File: src/rtl/bcd_serial_subtractor.sv
// Packed-BCD serial subtractor: D = A - B - Bin, one decimal digit per clock, LSD first.
// Start/ready/done handshake; a borrow out of the top digit leaves D in ten's complement.
module bcd_serial_subtractor #(
  parameter int DIGITS = 4
) (
  input  logic                  clk,
  input  logic                  rst_n,
  input  logic                  start,
  input  logic [4*DIGITS-1:0]   a,
  input  logic [4*DIGITS-1:0]   b,
  input  logic                  bin,
  output logic                  ready,
  output logic                  done,
  output logic [4*DIGITS-1:0]   d,
  output logic                  bout,
  output logic                  err
);

  localparam int W  = 4 * DIGITS;
  localparam int IW = (DIGITS > 1) ? $clog2(DIGITS) : 1;

  typedef enum logic [1:0] {IDLE, RUN, FINISH} state_t;

  state_t          state, state_next;
  logic [W-1:0]    a_q, b_q, res_q, res_next;
  logic [IW-1:0]   idx;
  logic            borrow, borrow_next;
  logic            in_bad, last;
  logic [3:0]      a_dig, b_dig, dig;
  logic [4:0]      t, t_adj;

  // Any non-decimal nibble on the operands sends the request straight to FINISH.
  always_comb begin
    in_bad = 1'b0;
    for (int i = 0; i < DIGITS; i++) begin
      if (a[4*i +: 4] > 4'd9 || b[4*i +: 4] > 4'd9) in_bad = 1'b1;
    end
  end

  // One digit of the subtraction; bit 4 of t is the sign of a_i - b_i - borrow.
  always_comb begin
    a_dig       = a_q[idx*4 +: 4];
    b_dig       = b_q[idx*4 +: 4];
    t           = {1'b0, a_dig} - {1'b0, b_dig} - {4'b0000, borrow};
    t_adj       = t + 5'd10;
    borrow_next = t[4];
    dig         = t[4] ? t_adj[3:0] : t[3:0];
    // NOTE: blocking assignments here build one combinational value; a default
    // for every output of this block up front is what keeps latches out.
    res_next             = res_q;
    res_next[idx*4 +: 4] = dig;
    last                 = (idx == IW'(DIGITS - 1));
  end

  always_comb begin
    state_next = state;
    case (state)
      IDLE:    if (start) state_next = in_bad ? FINISH : RUN;
      RUN:     if (last)  state_next = FINISH;
      FINISH:  state_next = IDLE;
      default: state_next = IDLE;
    endcase
  end

  assign ready = (state == IDLE);

  // NOTE: sequential state uses non-blocking assignments so every register
  // samples the pre-edge values of the others.
  always_ff @(posedge clk or negedge rst_n) begin
    if (!rst_n) state <= IDLE;
    else        state <= state_next;
  end

  always_ff @(posedge clk or negedge rst_n) begin
    if (!rst_n) begin
      a_q    <= '0;
      b_q    <= '0;
      res_q  <= '0;
      idx    <= '0;
      borrow <= 1'b0;
      d      <= '0;
      bout   <= 1'b0;
      err    <= 1'b0;
      done   <= 1'b0;
    end else begin
      done <= 1'b0;
      case (state)
        IDLE: begin
          if (start) begin
            a_q    <= a;
            b_q    <= b;
            res_q  <= '0;
            idx    <= '0;
            borrow <= bin;
            if (in_bad) begin
              err  <= 1'b1;
              d    <= '0;
              bout <= 1'b0;
              done <= 1'b1;
            end else begin
              // D and Bout keep the previous result until the new FINISH.
              err  <= 1'b0;
            end
          end
        end
        RUN: begin
          res_q  <= res_next;
          borrow <= borrow_next;
          idx    <= idx + 1'b1;
          if (last) begin
            d    <= res_next;
            bout <= borrow_next;
            done <= 1'b1;
          end
        end
        default: ;
      endcase
    end
  end

endmodule
File: config.mk
export PLATFORM = sky130hd
export DESIGN_NAME = bcd_serial_subtractor
export DESIGN_NICKNAME = d
export VERILOG_FILES = /design/src/rtl/bcd_serial_subtractor.sv
export SDC_FILE = /design/constraint.sdc
export NUM_CORES = 1
export LEC_CHECK = 0
export ABC_AREA = 0
export BUFFER_PORTS_ARGS = -buffer_cell sky130_fd_sc_hd__buf_4
export CAP_MARGIN = 20
export CELL_PAD_IN_SITES_DETAIL_PLACEMENT = 0
export CELL_PAD_IN_SITES_GLOBAL_PLACEMENT = 2
export CORE_ASPECT_RATIO = 1.2
export CORE_MARGIN = 2
export CORE_UTILIZATION = 40
export DETAILED_ROUTE_END_ITERATION = 6
export PLACE_DENSITY_LB_ADDON = 0.3
export SYNTH_ARGS = -nofsm -noshare
export SYNTH_HDL_FRONTEND = slang
export SYNTH_SLANG_ARGS = --single-unit
File: constraint.sdc
create_clock -name clk -period 7.1 [get_ports clk]
set_input_delay 0.355 -clock clk [delete_from_list [all_inputs] [get_ports clk]]
set_output_delay 0.355 -clock clk [all_outputs]
set_load 0.005 [all_outputs]
Word level (Yosys, flattened, before mapping)
Cells that the tools add are included.
- register bits: 72
- input port bits: 36
- logic and storage cells: 70
- $add $sub $neg: 5
- $lt $le $gt $ge: 8
- eq/ne operators: 5
- shift operators: 4
- muxes and demuxes: 28
- reduce and logical (&&, ||, !) cells: 10
- operators with widths (kind ; count):
    $mux 16 ; 4
    $pmux 16 s2 ; 2
    $neg 4->34 ; 1
    $shift 4x34->16 const A ; 1
    $shiftx 4x34->16 ; 1
    $gt 4x4->1 const B ; 8
    $shiftx 16x5->4 ; 2
    $bwmux 16 ; 1
    $mux 1 ; 11
    $mux 2 ; 4
    $pmux 2 s2 ; 2
    $pmux 1 s2 ; 3
    $reduce_and 2->1 ; 3
    $sub 4x4->5 ; 1
    $sub 5x1->5 ; 1
    $add 4x4->4 const B ; 1
    $logic_or 1x1->1 ; 4
    $mux 4 ; 1
    $ne 2x2->1 const B ; 2
    $reduce_and 4->1 ; 1
    $add 2x1->2 const B ; 1
    $eq 2x1->1 const B ; 1
    $eq 2x2->1 const B ; 1
    $logic_not 2->1 ; 1
    other kinds (2) ; 2

Longest topological paths before layout
Gate-level depths: netlist of run 1.
- depth after elaboration: 9
- gate-level depth with buffers: 14
- depth with buffers taken out: 12

Least setup slack after synthesis of run 1
Ideal clock, no wire load.
- path kind: reg2reg
- from: register idx[0]
- to: register d[11]
- arrival time: 3.346 ns
- required time: 6.957 ns
- path slack: 3.612 ns
- cell stages (with the launch flop): 12
- path buffers: 1
- period minus slack after synthesis: 3.488 ns
- cells stage by stage: dfrtp_1 buf_2 mux4_2 fa_1 fa_1 nand2b_1 nand2_1 ha_1 nor4_1 nor3_4 xnor2_4 o221ai_1
- cells in the longest elaborated chain, start to end: 9
- elaborated cells on any way between the ends: 15
- classes of those cells: add/sub: 4; eq/ne: 2; shift: 4; mux: 4; reduce/logical: 1
- ends and longest elaborated chain (item ; RTL line ; text):
    start, declared ; 26 ; logic [IW-1:0] idx;
    start signal, assigned ; 109 ; idx <= idx + 1'b1;
    $shiftx 16x5->4, on equally long branches ; 42, 43 ;
    $sub 4x4->5 ; 44 ; t = {1'b0, a_dig} - {1'b0, b_dig} - {4'b0000, borrow};
    $sub 5x1->5 ; 44 ;
    $add 4x4->4 ; 45 ; t_adj = t + 5'd10;
    $mux 4 ; 47 ; dig = t[4] ? t_adj[3:0] : t[3:0];
    $shiftx 4x34->16 ; 51 ; res_next[idx*4 +: 4] = dig;
    $bwmux 16 ; 51 ;
    $mux 16 ; 110 ; if (last) begin
    $pmux 16 s2 ; 87 ; case (state)
    end signal, assigned ; 111 ; d <= res_next;
    end, declared ; 14 ; output logic [4*DIGITS-1:0] d,
Parallel ways exist; a longest one is shown, timed or not. The select of a mux whose other input is x is not followed.
A chain may end at the register's enable or synchronous reset.

Worst setup path in the final report of run 1
Ends and elaborated chain as after synthesis.

==> flow_summary.yaml, run 1 <==
outcome:
  status: "completed"
cts:
  cts_tree: "done"
  cts_setup_buffers: 0
  path_clk_slew_ns: 0.07
  cts_hold_buf: 0
  cts_sinks: 72
  root_buffer: "clkbuf_8"
  insertion_delay_ns: 0.36
  cts_max_level: 3
  clock_path_buffers: 2
  cts_made_buffers: 9
  cts_resized: 0
grt:
  grt_pass1_wl_um: 13400
  antenna_found_initial: 0
  overflow: 0
  grt_pass1_vias: 2545
  grt_use_total_pct: 18.2
  grt_max_degree: 73
critical_path:
  r2r_cells: 10
  setup.worst_path.end_class: "flip-flop"
  worst_setup_path_start_kind: "flip-flop"
  crit_type: "reg2reg"
  cp_data_required_time_ns: 7.32
  crit_arrival_ns: 4.12
  path_max_fanout: 16
drt:
  wl_met1_um: 3640
  drtAntennaViolNets: 0
  top_layer_used: "met4"
  vias_per_cell: 5.23
  wl_met2_um: 4090
  wl_um: 8140
  drcViolationCount: 0
  wire_per_inst_um: 17.1
  num_vias: 2493
  dr_wl_met3_um: 292
  drt_pre_antenna_iters: 4
  drt-initial-drc-count: 194
floorplan:
  die_w_um: 90.1
  fp-row-count: 37
  start_util_pct: 41.3
  coreArea_um2: 8610
  die_y_um: 107
  ios: 56
  dieArea_um2: 9670
power_and_ir_drop:
  swShare_pct: 32.9
  p_sw_mw: 0.393
  internal-power_mw: 0.801
  p_clk_share_pct: 28.5
  leakagePower_nw: 1.90
  pwr_density_cell_nw_per_um2: 279
  vdd_drop_max_mv: 0.140
  seq_power_share_pct: 39.5
  p_comb_share_pct: 32.0
sta:
  slew_viol_final: 0
  min_period_ns: 3.91
  fin_crit_sh_pct: 55.1
  finClkSkew_ns: 0.00835
  rsz0062_at_grt: "false"
  max_freq_mhz: 256
  setup-tns-final_ns: 0
  worst_pin_slew_ns: 1.01
  finalHoldViolations: 0
  whs_ns: 0.137
  setup_viol: 0
  slew_headroom_pct: 32.4
synthesis:
  synth-warning-count: 0
  yosys-top-cells-count: "72 x dfrtp_1, 35 x nand2_1, 32 x mux2_2"
  async_reset_ff_share_pct: 100
  yosysUniqueCellTypes: 50
  syn_area_per_cell_um2: 11.8
  synth_edf_count: 0
  syn-cell-area_um2: 3560
  synth-seq-cells: 72
  ys.flop_type: "dfrtp_1"
  synth_top_area_share_pct: 50.6
  seq_area_frac_synth_pct: 50.6
  netlist_instances: 301
  synth_top_area_cell: "dfrtp_1"
  yosysMostFrequentCell: "dfrtp_1"
  yosys-top-cells-area: "dfrtp_1 51%, mux2_2 10%, mux4_2 5.1%"
  syn-num-nets: 350
layout:
  area_delta_synth_final_pct: 20.2
  final_layout_size_suffix_gt1_share_pct: 33.1
  fillCellCount: 855
  n_antenna_cell: 0
  fin_nets: 405
  postLayoutCoreUtil_pct: 49.7
flow_run:
  max_cap_violations: 0
placed_design:
  io_buffers: 55
  gp_congestion: 0.782
  hpwl_um: 5950
worst_hold_path:
  min_path_type: "in2async"
-- per-layer routing --
layer | vias to the layer above | GRT usage, %
met5 | - | 0
met4 | 0 | 6.92
met3 | 8 | 3.99
met2 | 51 | 30.6
met1 | 1241 | 23.1
li1 | 1193 | -
-- worst max-delay path, stage by stage, from the launching register on --
cell	delay [ns]
dfrtp_1	0.85
mux4_2	0.60
fa_1	0.43
fa_1	0.42
nand2b_1	0.12
nand2_1	0.07
ha_1	0.22
nor4_1	0.47
nor3_4	0.11
xnor2_4	0.30
o221ai_1	0.18
-- logic make-up (layout without fill, tap and decap cells) --
kind of cell | after synthesis | after routing | share of synthesized area, %
adder cells (fa/ha/maj) | 13 | 13 | 4.99
XOR/XNOR | 3 | 3 | 1.65
multiplexers | 42 | 42 | 15.8
AO/OA/AOI/OAI | 62 | 62 | 12.2
flip-flops | 72 | 72 | 50.6
buffers and inverters | 30 | 89 | 3.62
AND/OR/NAND/NOR | 79 | 79 | 11.1
-- worst paths after layout --
kind	start	end	slack [ns]
min in group clk	a[8]	a_q[8]$_DFFE_PN0P_	0.23
max	idx[0]$_DFFE_PN0P_	d[11]$_DFFE_PN0P_	3.19
min reg2reg	res_q[8]$_DFFE_PN0P_	res_q[8]$_DFFE_PN0P_	0.47
max in group asynchronous	rst_n	state[0]$_DFFE_PN0P_	6.38
min	rst_n	borrow$_DFFE_PN0P_	0.14
max reg2reg	idx[0]$_DFFE_PN0P_	d[11]$_DFFE_PN0P_	3.19
-- final cells by class --
| type | instances | area, um^2 | share of cell area [%] |
|---|---|---|---|
| Sequential cell | 72 | 1800 | 42.1 |
| Timing Repair Buffer | 56 | 420 | 9.83 |
| Tap cell | 117 | 146 | 3.42 |
| Clock buffer | 13 | 169 | 3.95 |
| Clock inverter | 2 | 37.5 | 0.877 |
| Multi-Input combinational cell | 199 | 1640 | 38.2 |
| Inverter | 18 | 67.6 | 1.58 |
-- through the flow --
| step | power (mW) | worst slack (ns) | cell area [um^2] | instances |
|---|---|---|---|---|
| 2_1_floorplan | 0.755 | 3.61 | 3560 | 301 |
| 3_3_place_gp | 0.856 | 3.26 | 4070 | 462 |
| 3_5_place_dp | 0.861 | 3.18 | 4070 | 462 |
| 4_1_cts | 1.20 | 3.14 | 4280 | 477 |
| 5_1_grt | 1.27 | 2.91 | 4280 | 477 |
| 6_report | 1.19 | 3.19 | 4280 | 477 |
-- power by group through the flow --
stage               Combinational (mW)  Sequential (mW)  Clock, mW
floorplan                        0.287            0.468          0
global placement                 0.377            0.478          0
detailed placement               0.381            0.480          0
CTS                              0.384            0.472      0.348
global route                     0.422            0.477      0.368
finish                           0.381            0.472      0.340
-- sequential cells by signal (all words and copies together) (netlist names) --
| name | cells |
|---|---|
| state | 2 |
| borrow | 1 |
| d | 16 |
| bout | 1 |
| b_q | 16 |
| done | 1 |
| a_q | 16 |
| idx | 2 |
| err | 1 |
| res_q | 16 |
-- cells in the final DEF, fill, tap and decap left out, types with 3 or more instances in the layout --
cell,n
nand2_1,35
nor2b_1,5
dfrtp_1,72
o21ai_1,4
o31ai_1,3
nand3_1,4
mux2_2,32
ha_1,11
o221ai_1,5
o2bb2ai_1,3
a32o_1,4
nand2b_1,7
o211ai_1,3
a221o_1,4
o22ai_1,4
clkbuf_8,12
a21oi_1,7
inv_1,17
mux4_2,8
buf_4,56
nor2_1,14
o21ai_0,17
(Power assumes the default switching activity.)
==> run 2, diff against run 1 <==
--- a/config.mk
+++ b/config.mk
@@ -5,14 +5,14 @@
 export SDC_FILE = /design/constraint.sdc
 export NUM_CORES = 1
 export LEC_CHECK = 0
-export ABC_AREA = 0
+export ABC_AREA = 1
 export BUFFER_PORTS_ARGS = -buffer_cell sky130_fd_sc_hd__buf_4
 export CAP_MARGIN = 20
 export CELL_PAD_IN_SITES_DETAIL_PLACEMENT = 0
 export CELL_PAD_IN_SITES_GLOBAL_PLACEMENT = 2
 export CORE_ASPECT_RATIO = 1.2
 export CORE_MARGIN = 2
-export CORE_UTILIZATION = 40
+export CORE_UTILIZATION = 33
 export DETAILED_ROUTE_END_ITERATION = 6
 export PLACE_DENSITY_LB_ADDON = 0.3
 export SYNTH_ARGS = -nofsm -noshare
==> constraint.sdc (replaced) <==
create_clock -name clk -period 4 [get_ports clk]
set_input_delay 0.2 -clock clk [delete_from_list [all_inputs] [get_ports clk]]
set_output_delay 0.2 -clock clk [all_outputs]
set_load 0.005 [all_outputs]
==> flow_summary.yaml, run 2 <==
critical_path:
  path_max_fanout: 16
  r2r_cells: 16
  cp_num_buf_inv: 2
  worst_setup_path_start_kind: "flip-flop"
  path_cells: "inv_1 > a21oi_1 > a32o_1 > fa_1 > fa_1 > inv_1 > nand2_1 > nand2_1 > nand2_1 > nand2_1 > nand2_1 > xor2_1 > nand3_1 > o22ai_1 > nand2_1 > o21ai_0"
  rr_startpoint: "idx[1]$_DFFE_PN0P_"
  setup.worst_path.end_class: "flip-flop"
  path_depth: 16
  r2r-end: "d[13]$_DFFE_PN0P_"
  reg2reg_setup_slack_ns: 0.57
  cp_data_required_time_ns: 4.25
  crit_path_frequent_cell: "nand2_1"
  crit_type: "reg2reg"
  cp_top_family: "adder cells"
  slowest_delay_ns: 0.46
  startpoint: "idx[1]$_DFFE_PN0P_"
  crit_path_top_delay_cell: "dfrtp_1"
  crit_arrival_ns: 3.69
drt:
  vias_per_cell: 4.63
  wl_um: 8330
  drt-initial-drc-count: 105
  wire_per_inst_um: 13.3
  drtAntennaViolNets: 0
  drt_pre_antenna_iters: 4
  num_vias: 2901
  drcViolationCount: 0
power_and_ir_drop:
  pwr_density_cell_nw_per_um2: 710
  vdd_drop_max_mv: 0.320
  leakagePower_nw: 2.25
synthesis:
  ys.flop_type: "dfrtp_1"
  yosysUniqueCellTypes: 34
  synth_top_area_share_pct: 50.2
  synth_top_area_cell: "dfrtp_1"
  async_reset_ff_share_pct: 100
  yosys-top-cells-area: "dfrtp_1 50%, nand2_1 16%, o21ai_0 7.4%"
  syn-num-nets: 490
  synth-seq-cells: 72
  syn-cell-area_um2: 3590
  yosys-top-cells-count: "149 x nand2_1, 72 x dfrtp_1, 53 x o21ai_0"
  syn_area_per_cell_um2: 8.14
  synth_edf_count: 0
  synth-warning-count: 0
  seq_area_frac_synth_pct: 50.2
  yosysMostFrequentCell: "nand2_1"
  netlist_instances: 441
floorplan:
  start_util_pct: 34.0
  fp-row-count: 41
  coreArea_um2: 10600
  dieArea_um2: 11700
  die_y_um: 118
  ios: 56
  die_w_um: 99.2
grt:
  grt_pass1_wl_um: 13800
  grt_pass1_vias: 2790
  antenna_found_initial: 0
  overflow: 0
  grt_max_degree: 73
  grt_use_total_pct: 15.0
worst_hold_path:
  min_path_type: "in2async"
outcome:
  violations: "hold timing"
  status: "finished, violations left"
sta:
  slew_headroom_pct: 37.6
  worst_pin_slew_ns: 0.937
  max_freq_mhz: 291
  whs_ns: -0.00239
  slew_viol_final: 0
  finalHoldViolations: 1
  setup-tns-final_ns: 0
  setup_viol: 0
  rsz0062_at_grt: "false"
  fin_crit_sh_pct: 85.8
  finClkSkew_ns: 0.00855
  min_period_ns: 3.43
cts:
  cts_tree: "done"
  cts_hold_buf: 0
  path_clk_slew_ns: 0.06
  cts_resized: 0
  cts_sinks: 72
  root_buffer: "clkbuf_16"
  cts_made_buffers: 9
  clock_path_buffers: 2
  cts_max_level: 3
  insertion_delay_ns: 0.33
  cts_setup_buffers: 0
layout:
  area_delta_synth_final_pct: 22.0
  mostFrequentLayoutCell: "nand2_1"
  final_cells: 627
  final_layout_size_suffix_gt1_share_pct: 18.1
  n_antenna_cell: 0
  fin_nets: 543
  fillCellCount: 1096
  mostFrequentLayoutCells: "149 x nand2_1, 72 x dfrtp_1, 57 x buf_4"
placed_design:
  hpwl_um: 6080
  gp_congestion: 0.761
  place_inst: 612
  io_buffers: 55
flow_run:
  max_cap_violations: 0
-- run 2: worst register-to-register path: stages, from the launching register on --
cell and delay [ns]:
dfrtp_1 0.46, inv_1 0.41, a21oi_1 0.11, a32o_1 0.24
fa_1 0.44, fa_1 0.43, inv_1 0.06, nand2_1 0.06
nand2_1 0.09, nand2_1 0.07, nand2_1 0.06, nand2_1 0.10
xor2_1 0.28, nand3_1 0.15, o22ai_1 0.15, nand2_1 0.08
o21ai_0 0.15
-- run 2: through the flow --
stage | util (%) | power [mW] | instance area [um^2] | setup slack [ns]
CTS | 41.4 | 3.17 | 4380 | 0.524
detailed placement | 38.9 | 2.42 | 4110 | 0.550
global route | 41.4 | 3.42 | 4380 | 0.226
global placement | 38.9 | 2.40 | 4110 | 0.639
floorplan | - | 2.03 | 3590 | 0.794
finish | 41.4 | 3.11 | 4380 | 0.568
-- run 2: logic make-up after synthesis --
| family | share of synthesized area [%] |
|---|---|
| buf+inv | 8.08 |
| xor+xnor | 0.244 |
| compound gates | 14.8 |
| flops | 50.2 |
| fa+ha+maj | 4.95 |
| simple gates | 21.7 |
-- run 2: layout make-up --
type                            instances  area (um^2)  share of cell area, %
Inverter                               57          216                   4.94
Tap cell                              129          161                   3.69
Sequential cell                        72         1800                   41.1
Timing Repair Buffer                   57          428                   9.77
Clock buffer                           11          253                   5.77
Clock inverter                          4         20.0                  0.457
Multi-Input combinational cell        297         1500                   34.2
-- run 2: how the worst max path moves through the flow --
stage	endpoint
after global routing	res_q[11]$_DFFE_PN0P_
final	d[13]$_DFFE_PN0P_
after global placement	res_q[11]$_DFFE_PN0P_
after floorplan	res_q[11]$_DFFE_PN0P_
after CTS	d[13]$_DFFE_PN0P_
after detailed placement	d[13]$_DFFE_PN0P_
-- run 2: metal layers --
layer	global-route usage, %	vias to the layer above	part of all wire [%]
li1	-	1519	-
met1	19.7	1324	48
met2	23.9	50	47
met3	3.02	8	3.5
met4	6.16	0	1.4
met5	0	-	0
-- run 2: power breakdown --
group          switching [mW]  internal (mW)
Combinational           0.840          0.472
Clock                   0.289          0.445
Sequential              0.135          0.926
